$ cat src/rtl/serial_subtractor_pkg.sv
// Shared types and helpers for the bit-serial subtractor.
// Used by serial_subtractor_if, serial_subtractor and full_subtractor.
package serial_sub_pkg;

  localparam int SUB_W_DEF = 8;

  typedef enum logic [1:0] {
    IDLE = 2'd0,
    RUN  = 2'd1,
    DONE = 2'd2
  } sub_state_e;

  // Bit-counter width; a 1-bit operand still needs a 1-bit counter.
  function automatic int cnt_w(input int w);
    int c;
    c = $clog2(w);
    return (c < 1) ? 1 : c;
  endfunction

endpackage

$ cat src/rtl/serial_subtractor_if.sv
// Start/busy/done handshake and operand/result bus of the serial subtractor.
// SERIAL_SUB_OVF_EN adds the signed-overflow flag ovf.
interface serial_subtractor_if
  import serial_sub_pkg::*;
#(
  parameter int W = SUB_W_DEF
);

  logic         start;
  logic [W-1:0] a;
  logic [W-1:0] b;
  logic         busy;
  logic         done;
  logic [W-1:0] diff;
  logic         borrow;
`ifdef SERIAL_SUB_OVF_EN
  logic         ovf;
`endif

  modport master (
    output start, a, b,
`ifdef SERIAL_SUB_OVF_EN
    input  ovf,
`endif
    input  busy, done, diff, borrow
  );

  modport slave (
    input  start, a, b,
`ifdef SERIAL_SUB_OVF_EN
    output ovf,
`endif
    output busy, done, diff, borrow
  );

endinterface

$ cat src/rtl/serial_subtractor_full_subtractor.sv
// One-bit full subtractor: d = x - y - bin, bout set when a borrow is needed.
module full_subtractor (
  input  logic x,
  input  logic y,
  input  logic bin,
  output logic d,
  output logic bout
);

  // Pure combinational difference and borrow-out.
  always_comb begin
    d    = x ^ y ^ bin;
    bout = (~x & y) | (~(x ^ y) & bin);
  end

endmodule

$ cat src/rtl/serial_subtractor.sv
// Bit-serial W-bit subtractor (A - B mod 2^W), LSB first, one bit per clock.
// Optional feature macro: SERIAL_SUB_OVF_EN (adds signed overflow output ovf).
//
// state | meaning
// IDLE  | waiting for start; diff/borrow hold the last result
// RUN   | one operand bit processed per clock, W clocks total
// DONE  | result valid, done pulsed for this single cycle
module serial_subtractor
  import serial_sub_pkg::*;
#(
  parameter int W = SUB_W_DEF
) (
  input  logic              clk,
  input  logic              rst_n,
  serial_subtractor_if.slave bus
);

  localparam int CW = cnt_w(W);
  localparam logic [CW-1:0] CNT_LAST = CW'(W - 1);

  sub_state_e    state;
  logic [W-1:0]  sa;
  logic [W-1:0]  sb;
  logic [W-1:0]  sr;
  logic [W-1:0]  sr_nxt;
  logic [W-1:0]  diff_q;
  logic [CW-1:0] cnt;
  logic          bff;
  logic          busy_q;
  logic          done_q;
  logic          borrow_q;
  logic          d_bit;
  logic          bout_bit;
`ifdef SERIAL_SUB_OVF_EN
  logic          sign_a;
  logic          sign_b;
  logic          ovf_q;
`endif

  full_subtractor u_fs (
    .x    (sa[0]),
    .y    (sb[0]),
    .bin  (bff),
    .d    (d_bit),
    .bout (bout_bit)
  );

  // Result shift register with this cycle's difference bit entering at the MSB.
  always_comb begin
    sr_nxt = '0;
    for (int i = 0; i < W - 1; i++) begin
      sr_nxt[i] = sr[i + 1];
    end
    sr_nxt[W-1] = d_bit;
  end

  // Control FSM and datapath registers; outputs are registered.
  always_ff @(posedge clk or negedge rst_n) begin
    if (!rst_n) begin
      state    <= IDLE;
      sa       <= '0;
      sb       <= '0;
      sr       <= '0;
      cnt      <= '0;
      bff      <= 1'b0;
      busy_q   <= 1'b0;
      done_q   <= 1'b0;
      diff_q   <= '0;
      borrow_q <= 1'b0;
`ifdef SERIAL_SUB_OVF_EN
      sign_a   <= 1'b0;
      sign_b   <= 1'b0;
      ovf_q    <= 1'b0;
`endif
    end else begin
      case (state)
        IDLE: begin
          if (bus.start) begin
            state  <= RUN;
            sa     <= bus.a;
            sb     <= bus.b;
            bff    <= 1'b0;
            cnt    <= '0;
            busy_q <= 1'b1;
`ifdef SERIAL_SUB_OVF_EN
            sign_a <= bus.a[W-1];
            sign_b <= bus.b[W-1];
`endif
          end
        end
        RUN: begin
          sa  <= sa >> 1;
          sb  <= sb >> 1;
          sr  <= sr_nxt;
          bff <= bout_bit;
          cnt <= cnt + CW'(1);
          if (cnt == CNT_LAST) begin
            state    <= DONE;
            done_q   <= 1'b1;
            diff_q   <= sr_nxt;
            borrow_q <= bout_bit;
`ifdef SERIAL_SUB_OVF_EN
            ovf_q    <= (sign_a != sign_b) && (sr_nxt[W-1] != sign_a);
`endif
          end
        end
        DONE: begin
          state  <= IDLE;
          done_q <= 1'b0;
          busy_q <= 1'b0;
        end
        default: begin
          state  <= IDLE;
          done_q <= 1'b0;
          busy_q <= 1'b0;
        end
      endcase
    end
  end

  assign bus.busy   = busy_q;
  assign bus.done   = done_q;
  assign bus.diff   = diff_q;
  assign bus.borrow = borrow_q;
`ifdef SERIAL_SUB_OVF_EN
  assign bus.ovf    = ovf_q;
`endif

endmodule

$ cat src/flat_wrapper.sv
// flat-port wrapper written by rule: the top's interface ports become plain ports
module serial_subtractor_flat import serial_sub_pkg::*;
#(
  parameter int W = SUB_W_DEF
)
  (clk, rst_n, bus_start, bus_a, bus_b, bus_busy, bus_done, bus_diff, bus_borrow);
  serial_subtractor_if #(.W(W)) bus_i ();
  input  logic clk;
  input  logic rst_n;
  input wire logic [$bits(bus_i.start)-1:0] bus_start;
  input wire logic [$bits(bus_i.a)-1:0] bus_a;
  input wire logic [$bits(bus_i.b)-1:0] bus_b;
  output wire logic [$bits(bus_i.busy)-1:0] bus_busy;
  output wire logic [$bits(bus_i.done)-1:0] bus_done;
  output wire logic [$bits(bus_i.diff)-1:0] bus_diff;
  output wire logic [$bits(bus_i.borrow)-1:0] bus_borrow;
  assign bus_i.start = bus_start;
  assign bus_i.a = bus_a;
  assign bus_i.b = bus_b;
  assign bus_busy = bus_i.busy;
  assign bus_done = bus_i.done;
  assign bus_diff = bus_i.diff;
  assign bus_borrow = bus_i.borrow;
  serial_subtractor #(.W(W)) u_core (.clk(clk), .rst_n(rst_n), .bus(bus_i));
endmodule
$ cat config.mk
export PLATFORM = sky130hd
export DESIGN_NAME = serial_subtractor_flat
export DESIGN_NICKNAME = d
export VERILOG_FILES = /design/src/rtl/serial_subtractor_pkg.sv /design/src/rtl/serial_subtractor_if.sv /design/src/rtl/serial_subtractor_full_subtractor.sv /design/src/rtl/serial_subtractor.sv /design/src/flat_wrapper.sv
export SDC_FILE = /design/constraint.sdc
export NUM_CORES = 1
export LEC_CHECK = 0
export ABC_CLOCK_PERIOD_IN_PS = 3700
export BUFFER_PORTS_ARGS = -buffer_cell sky130_fd_sc_hd__buf_2
export CORE_MARGIN = 8
export CORE_UTILIZATION = 30
export DETAILED_ROUTE_END_ITERATION = 10
export PLACE_DENSITY = 0.49
export SLEW_MARGIN = 30
export SYNTH_ARGS = -nofsm -noshare
export SYNTH_HDL_FRONTEND = slang
export SYNTH_SLANG_ARGS = --single-unit
export TNS_END_PERCENT = 5
$ cat constraint.sdc
create_clock -name clk -period 3.7 [get_ports clk]
set_input_delay 0.185 -clock clk [delete_from_list [all_inputs] [get_ports clk]]
set_output_delay 0.185 -clock clk [all_outputs]
set_load 0.05 [all_outputs]
==> results of run 1 <==
-- state kept, by name (all words and copies together) (netlist names) --
name	cells
u_core.bus.diff	8
u_core.sa	8
u_core.sb	8
u_core.sr	7
u_core.cnt	3
u_core.state	2
u_core.bff	1
u_core.bus.borrow	1
u_core.bus.busy	1
u_core.bus.done	1
-- stage by stage --
stage	hold WS (ps)	cells
after floorplan	-111	146
after detailed placement	359	239
after global routing	135	248
final	150	248
after CTS	37.7	247
after global placement	348	239
-- placed cells by master (no fill, tap or decap) --
master | synthesis | final
nand3b_1 | 4 | 4
clkinvlp_4 | 0 | 1
nand2_1 | 28 | 28
mux2_4 | 7 | 7
bufinv_16 | 0 | 1
o22a_1 | 16 | 16
mux2_2 | 1 | 1
a22o_1 | 2 | 2
and2b_1 | 1 | 1
nor2b_1 | 2 | 2
nand3_1 | 2 | 2
nand2b_1 | 4 | 4
buf_2 | 6 | 28
o221a_2 | 2 | 2
a32o_1 | 1 | 1
o21ai_0 | 6 | 6
inv_1 | 3 | 3
clkinv_2 | 0 | 1
dfrtp_1 | 40 | 40
clkbuf_8 | 0 | 5
dlygate4sd3_1 | 0 | 1
a21oi_1 | 2 | 2
o21bai_1 | 1 | 1
nand3b_2 | 1 | 1
a221o_1 | 2 | 2
nor2_2 | 1 | 1
a22oi_1 | 2 | 2
o22ai_1 | 1 | 1
inv_2 | 1 | 1
ha_1 | 2 | 2
fa_1 | 1 | 1
nor2_1 | 5 | 5
buf_4 | 1 | 1
-- per-layer routing --
metal	global-route usage [%]	up-vias	wire, µm
met5	0	-	0
met4	3.89	0	33
met3	4.07	5	279
met2	13.2	31	1530
met1	11.7	566	1760
li1	-	571	-
-- logic make-up (layout without fill, tap and decap cells) --
kind of cell / Yosys count / after routing / synth area share [%]
multiplexers: 8 / 8 / 6.72
buffers and inverters: 12 / 42 / 3.68
AND/OR/NAND/NOR: 48 / 48 / 13.1
adder cells (fa/ha/maj): 3 / 3 / 2.60
flip-flops: 40 / 40 / 57.8
AO/OA/AOI/OAI: 35 / 35 / 16.1
-- worst paths after layout --
path | from | end | slack [ps] | depth (start not counted)
hold reg to reg | u_core.sr[1]$_DFFE_PN0N_ | u_core.sr[1]$_DFFE_PN0N_ | 480 | 2
max in group asynchronous | rst_n | u_core.cnt[0]$_DFFE_PN0P_ | 2940 | 2
hold / removal | bus_b[7] | u_core.sb[7]$_DFFE_PN0P_ | 150 | 2
min in group asynchronous | rst_n | u_core.bus.diff[5]$_DFFE_PN0P_ | 400 | 2
setup reg to reg | u_core.state[1]$_DFFE_PN0P_ | u_core.bus.diff[7]$_DFFE_PN0P_ | 1920 | 2
setup / recovery | u_core.state[1]$_DFFE_PN0P_ | u_core.bus.diff[7]$_DFFE_PN0P_ | 1920 | 2
-- critical path: stages, from the launching register on --
cell	delay, ps
dfrtp_1	820
nand3b_2	460
mux2_2	380
-- timing repair --
item / CTS / global route
gates resized for setup: 0 / 0
hold buffers: 0 / 1
endpoints found under the setup margin: 0 / 0
endpoints found under the hold margin: 0 / 40
-- power by group --
group	leakage [nW]	switching [mW]	internal [mW]
Combinational	0.446	0.462	0.325
Sequential	0.491	0.141	0.640
Clock	0.0541	0.155	0.200
Total	0.991	0.758	1.16
-- layout make-up --
| type | instances | area (µm²) |
|---|---|---|
| Tap cell | 72 | 90.1 |
| Sequential cell | 40 | 1000 |
| Inverter | 4 | 15.0 |
| Fill cell | 556 | 3500 |
| Clock inverter | 3 | 42.5 |
| Multi-Input combinational cell | 94 | 667 |
| Timing Repair Buffer | 30 | 158 |
| Clock buffer | 5 | 68.8 |
-- Yosys cell counts --
master / n / share of area, %
fa_1: 1 / 1.2
nand2_1: 28 / 6.1
ha_1: 2 / 1.4
o21bai_1: 1 / 0.43
a22oi_1: 2 / 0.87
inv_1: 3 / 0.65
o221a_2: 2 / 1.3
mux2_2: 1 / 0.65
a22o_1: 2 / 1.0
nor2b_1: 2 / 0.72
inv_2: 1 / 0.22
nor2_2: 1 / 0.36
nand3_1: 2 / 0.58
dfrtp_1: 40 / 58
mux2_4: 7 / 6.1
o21ai_0: 6 / 1.7
buf_6: 1 / 0.65
a32o_1: 1 / 0.58
nor2_1: 5 / 1.1
nand2b_1: 4 / 1.4
o22a_1: 16 / 8.1
nand3b_1: 4 / 1.7
a221o_1: 2 / 1.2
buf_4: 1 / 0.43
and2b_1: 1 / 0.43
o22ai_1: 1 / 0.36
nand3b_2: 1 / 0.65
buf_2: 6 / 1.7
a21oi_1: 2 / 0.58
==> flow_summary.toml, run 1 <==
[clocking]
cts_tree = "done"
cts_buffers = 5
cts-htree-levels = 2
clk_pin_slew_ps = 80
cts.sinks = 40
postCtsSetupRepairBufs = 0
clockBufferDepth = 2
clock_latency_ps = 290
cts_root_buffer = "clkbuf_8"

[cells_and_area]
antenna_cells = 0
area_delta_synth_final_pct = 17.9
final_util_pct = 36.9
drive_gt1_share_pct = 28.4
stdcell_area_um2 = 2040
fin_nets = 197

[timing]
finalSetupTns_ps = 0
tightest_slew_ps = 761
rsz0062_at_grt = "no"
setup_viol = 0
finalMaxSlewViolations = 0
fin_skew_ps = 8.70
fin_crit_ps = 1780
relSlewSlack_pct = 49.1
fmaxAchievable_mhz = 563
final_hold_viol_count = 0
fin_crit_sh_pct = 48.0
setup_ws_ps = 1920

[route]
vias = 1173
drt_first_iter_violations = 31
wl_per_cell_um = 14.6
postRouteAntennaNets = 0
wirelength_um = 3610
drc = 0
vias_per_cell = 4.73
drtPass1Iterations = 4

[worst_setup_path]
cp.arrival_ps = 1960
critPathMaxFanout = 26
worstSetupStartpointType = "register"
worstSetupEndpointType = "register"
crit_required_ps = 3880
worstSetupPathType = "register to register"

[global_route]
grt_usage_pct = 9.19
grt_pass1_wl_um = 6220
grt_max_degree = 41
grt_pass1_vias = 1255
antenna_found_initial = 0
overflow = 0

[synthesis]
synth_area_um2 = 1730
yosys_warnings = 0
ys_ff_latch = 40
syn_inst = 146
syn_area_per_cell_um2 = 11.9
syn-num-nets = 168
yosysSeqAreaShare_pct = 57.8
synth_cell_type_count = 29

[power_and_ir_drop]
power.density_nw_per_um2 = 941
power_mw = 1.92
vdd_drop_max_uv = 323
power_leakage_nw = 0.991

[floorplanning]
dieArea_um2 = 8460
start_util_pct = 31.3
die_w_um = 92.0
core_um2 = 5540
boundaryPins = 30
chipHeight_um = 92.0
core.rowCount = 27

[min_path]
hold_path_class = "primary input to register"

[place]
io_buffers = 29
post-place-ws_ps = 1940
gp_congestion = 0.692
dp_hpwl_um = 2530
place_area_um2 = 1920

[run]
cap_violations = 0

[status]
status = "complete, no violations"
Power figures use the tool's default switching activity.
==> inputs of run 2 (changes only) <==
- ABC_CLOCK_PERIOD_IN_PS: 3700 -> 1500
- PLACE_DENSITY: 0.49 -> 0.51
- clock period: 3.7 -> 1.5 ns (I/O delays scaled with it)
==> run 2 against run 1 <==
Effect of this change: routed wire length grew 4.0%; sequential power is 140% higher; first-iteration DRC count rose by 55%; worst setup slack worse by 1800 ps; combinational power rose to 2.8 times the previous value; global-route usage is essentially flat; final cell count rose by 5.6%; cell area rose by 8.2%; count of clock-buffer cells in the layout increased by 1; sequential cell count unchanged; critical endpoint unchanged.
==> flow_summary.toml, run 2 (same netlist as run 1, synthesis figures left out) <==
[cells_and_area]
drive_gt1_share_pct = 34.7
final_cell_mix = "dfrtp_1 (40), buf_2 (29), nand2_1 (28)"
antenna_cells = 0
fin_nets = 211
final_util_pct = 39.9
final_common_cell = "dfrtp_1"
area_delta_synth_final_pct = 27.6
fin_cells = 262

[power_and_ir_drop]
intPower_mw = 3.06
vdd_drop_max_uv = 745
switching_power_mw = 1.91
power.share.switching_pct = 38.3
comb_power_share_pct = 44.7
power.density_nw_per_um2 = 2250
power_frac_seq_pct = 38.3
power_frac_clock_pct = 17.1
power_leakage_nw = 1.08

[timing]
fin_skew_ps = 7.28
relSlewSlack_pct = 66.6
setup_ws_ps = 89.1
finalMaxSlewViolations = 0
fmaxAchievable_mhz = 709
rsz0062_at_grt = "no"
hold_ws_ps = 45.7
fin_crit_ps = 1410
fin_crit_sh_pct = 94.1
setup_viol = 0
tightest_slew_ps = 501
final_hold_viol_count = 0
finalSetupTns_ps = 0

[floorplanning]
chipHeight_um = 92.0
dieArea_um2 = 8460
core_um2 = 5540
boundaryPins = 30
die_w_um = 92.0
start_util_pct = 31.3
core.rowCount = 27

[place]
post-place-cells = 251
io_buffers = 29
gp_congestion = 0.720
dp_hpwl_um = 2780
post-place-ws_ps = 6.21

[clocking]
cts_tree = "done"
cts.sinks = 40
clockBufferDepth = 2
cts_root_buffer = "clkbuf_8"
clk_pin_slew_ps = 80
cts_buffers = 5
clock_latency_ps = 290
cts-htree-levels = 2

[route]
wirelength_um = 3750
drtPass1Iterations = 4
drt_first_iter_violations = 48
vias_per_cell = 4.75
drc = 0
vias = 1244
wl_per_cell_um = 14.3
postRouteAntennaNets = 0

[worst_setup_path]
worstSetupPathType = "register to register"
crit_family = "flip-flops"
r2r_setup_slack_ps = 90
crit_required_ps = 1680
cp.depth = 5
cp.arrival_ps = 1590
reg2reg_depth = 5
cp_slowest_cell = "dfrtp_1"
worstSetupStartpointType = "register"
cpPeakStageDelay_ps = 390
worstSetupEndpointType = "register"
path_cells = "ha_2 -> ha_4 -> nand3b_4 -> buf_12 -> mux2_2"
cp_num_buf_inv = 1
critPathMaxFanout = 5

[global_route]
grt_pass1_wl_um = 6350
grt_usage_pct = 9.24
overflow = 0
grt_pass1_vias = 1330
antenna_found_initial = 0
grt_max_degree = 22

[status]
status = "complete, no violations"

[min_path]
min_path_cells = 3
hold_path_class = "primary input to register"

[run]
cap_violations = 0
[run 2: cell count changes in the layout (fill, tap and decap cells not counted)]
cell        delta
nand3b_2       -1
clkbuf_1       +1
ha_1           -2
ha_4           +1
clkbuf_16      +1
ha_2           +1
nand2b_1       -1
nand3b_4       +1
buf_2          +1
clkinvlp_4     -1
buf_4         +10
nand2b_2       +1
buf_12         +2
[run 2: final cells by class]
class / instances / area [µm²]
clock buffers: 6 / 72.6
repair buffers: 44 / 303
multi-input cells: 94 / 693
well taps: 72 / 90.1
inverters: 4 / 15.0
clock inverters: 2 / 35.0
fillers: 562 / 3330
flip-flops and latches: 40 / 1000
[run 2: path summary, 6_finish.rpt]
| path | from | to |
|---|---|---|
| setup / recovery | u_core.cnt[0]$_DFFE_PN0P_ | u_core.bus.diff[7]$_DFFE_PN0P_ |
| hold / removal | bus_a[0] | u_core.sa[0]$_DFFE_PN0P_ |
| setup reg to reg | u_core.cnt[0]$_DFFE_PN0P_ | u_core.bus.diff[7]$_DFFE_PN0P_ |
| hold reg to reg | u_core.sr[1]$_DFFE_PN0N_ | u_core.sr[1]$_DFFE_PN0N_ |
| max in group asynchronous | rst_n | u_core.sb[5]$_DFFE_PN0P_ |
| min in group asynchronous | rst_n | u_core.bus.diff[5]$_DFFE_PN0P_ |
[run 2: power by group through the flow]
| stage | combinational (mW) | clock, mW | sequential, mW |
|---|---|---|---|
| final | 2.22 | 0.849 | 1.90 |
| after global routing | 2.45 | 0.928 | 1.97 |
| after CTS | 2.18 | 0.891 | 1.90 |
| after detailed placement | 2.18 | 0 | 1.92 |
| after global placement | 2.12 | 0 | 1.90 |
| after floorplan | 1.17 | 0 | 2.31 |
[run 2: worst register-to-register path, delay by kind of cell (launching register included)]
family | cells | cell delay, ps
multiplexers | 1 | 320
buffers and inverters | 1 | 120
AND/OR/NAND/NOR | 1 | 100
adder cells (fa/ha/maj) | 2 | 370
flip-flops | 1 | 390
[run 2: metrics by stage]
stage	area (µm²)	total power, mW
2_1_floorplan	1730	3.48
3_3_place_gp	2030	4.02
3_5_place_dp	2030	4.10
4_1_cts	2150	4.97
5_1_grt	2210	5.35
6_report	2210	4.97
[run 2: per-layer routing]
layer  GRT usage (%)  part of all wire, %
met3            3.99                  6.4
met2            14.4                   46
met1            11.4                   47
met5               0                    0
met4            2.42                 0.72
[run 2: repair_timing]
| item | 4_1_cts | 5_1_grt |
|---|---|---|
| hold buffers | 1 | 0 |
| buffers inserted | 0 | 1 |
| resized for setup | 0 | 5 |
| setup endpoints to repair | 0 | 10 |
| endpoints found under the hold margin | 20 | 0 |
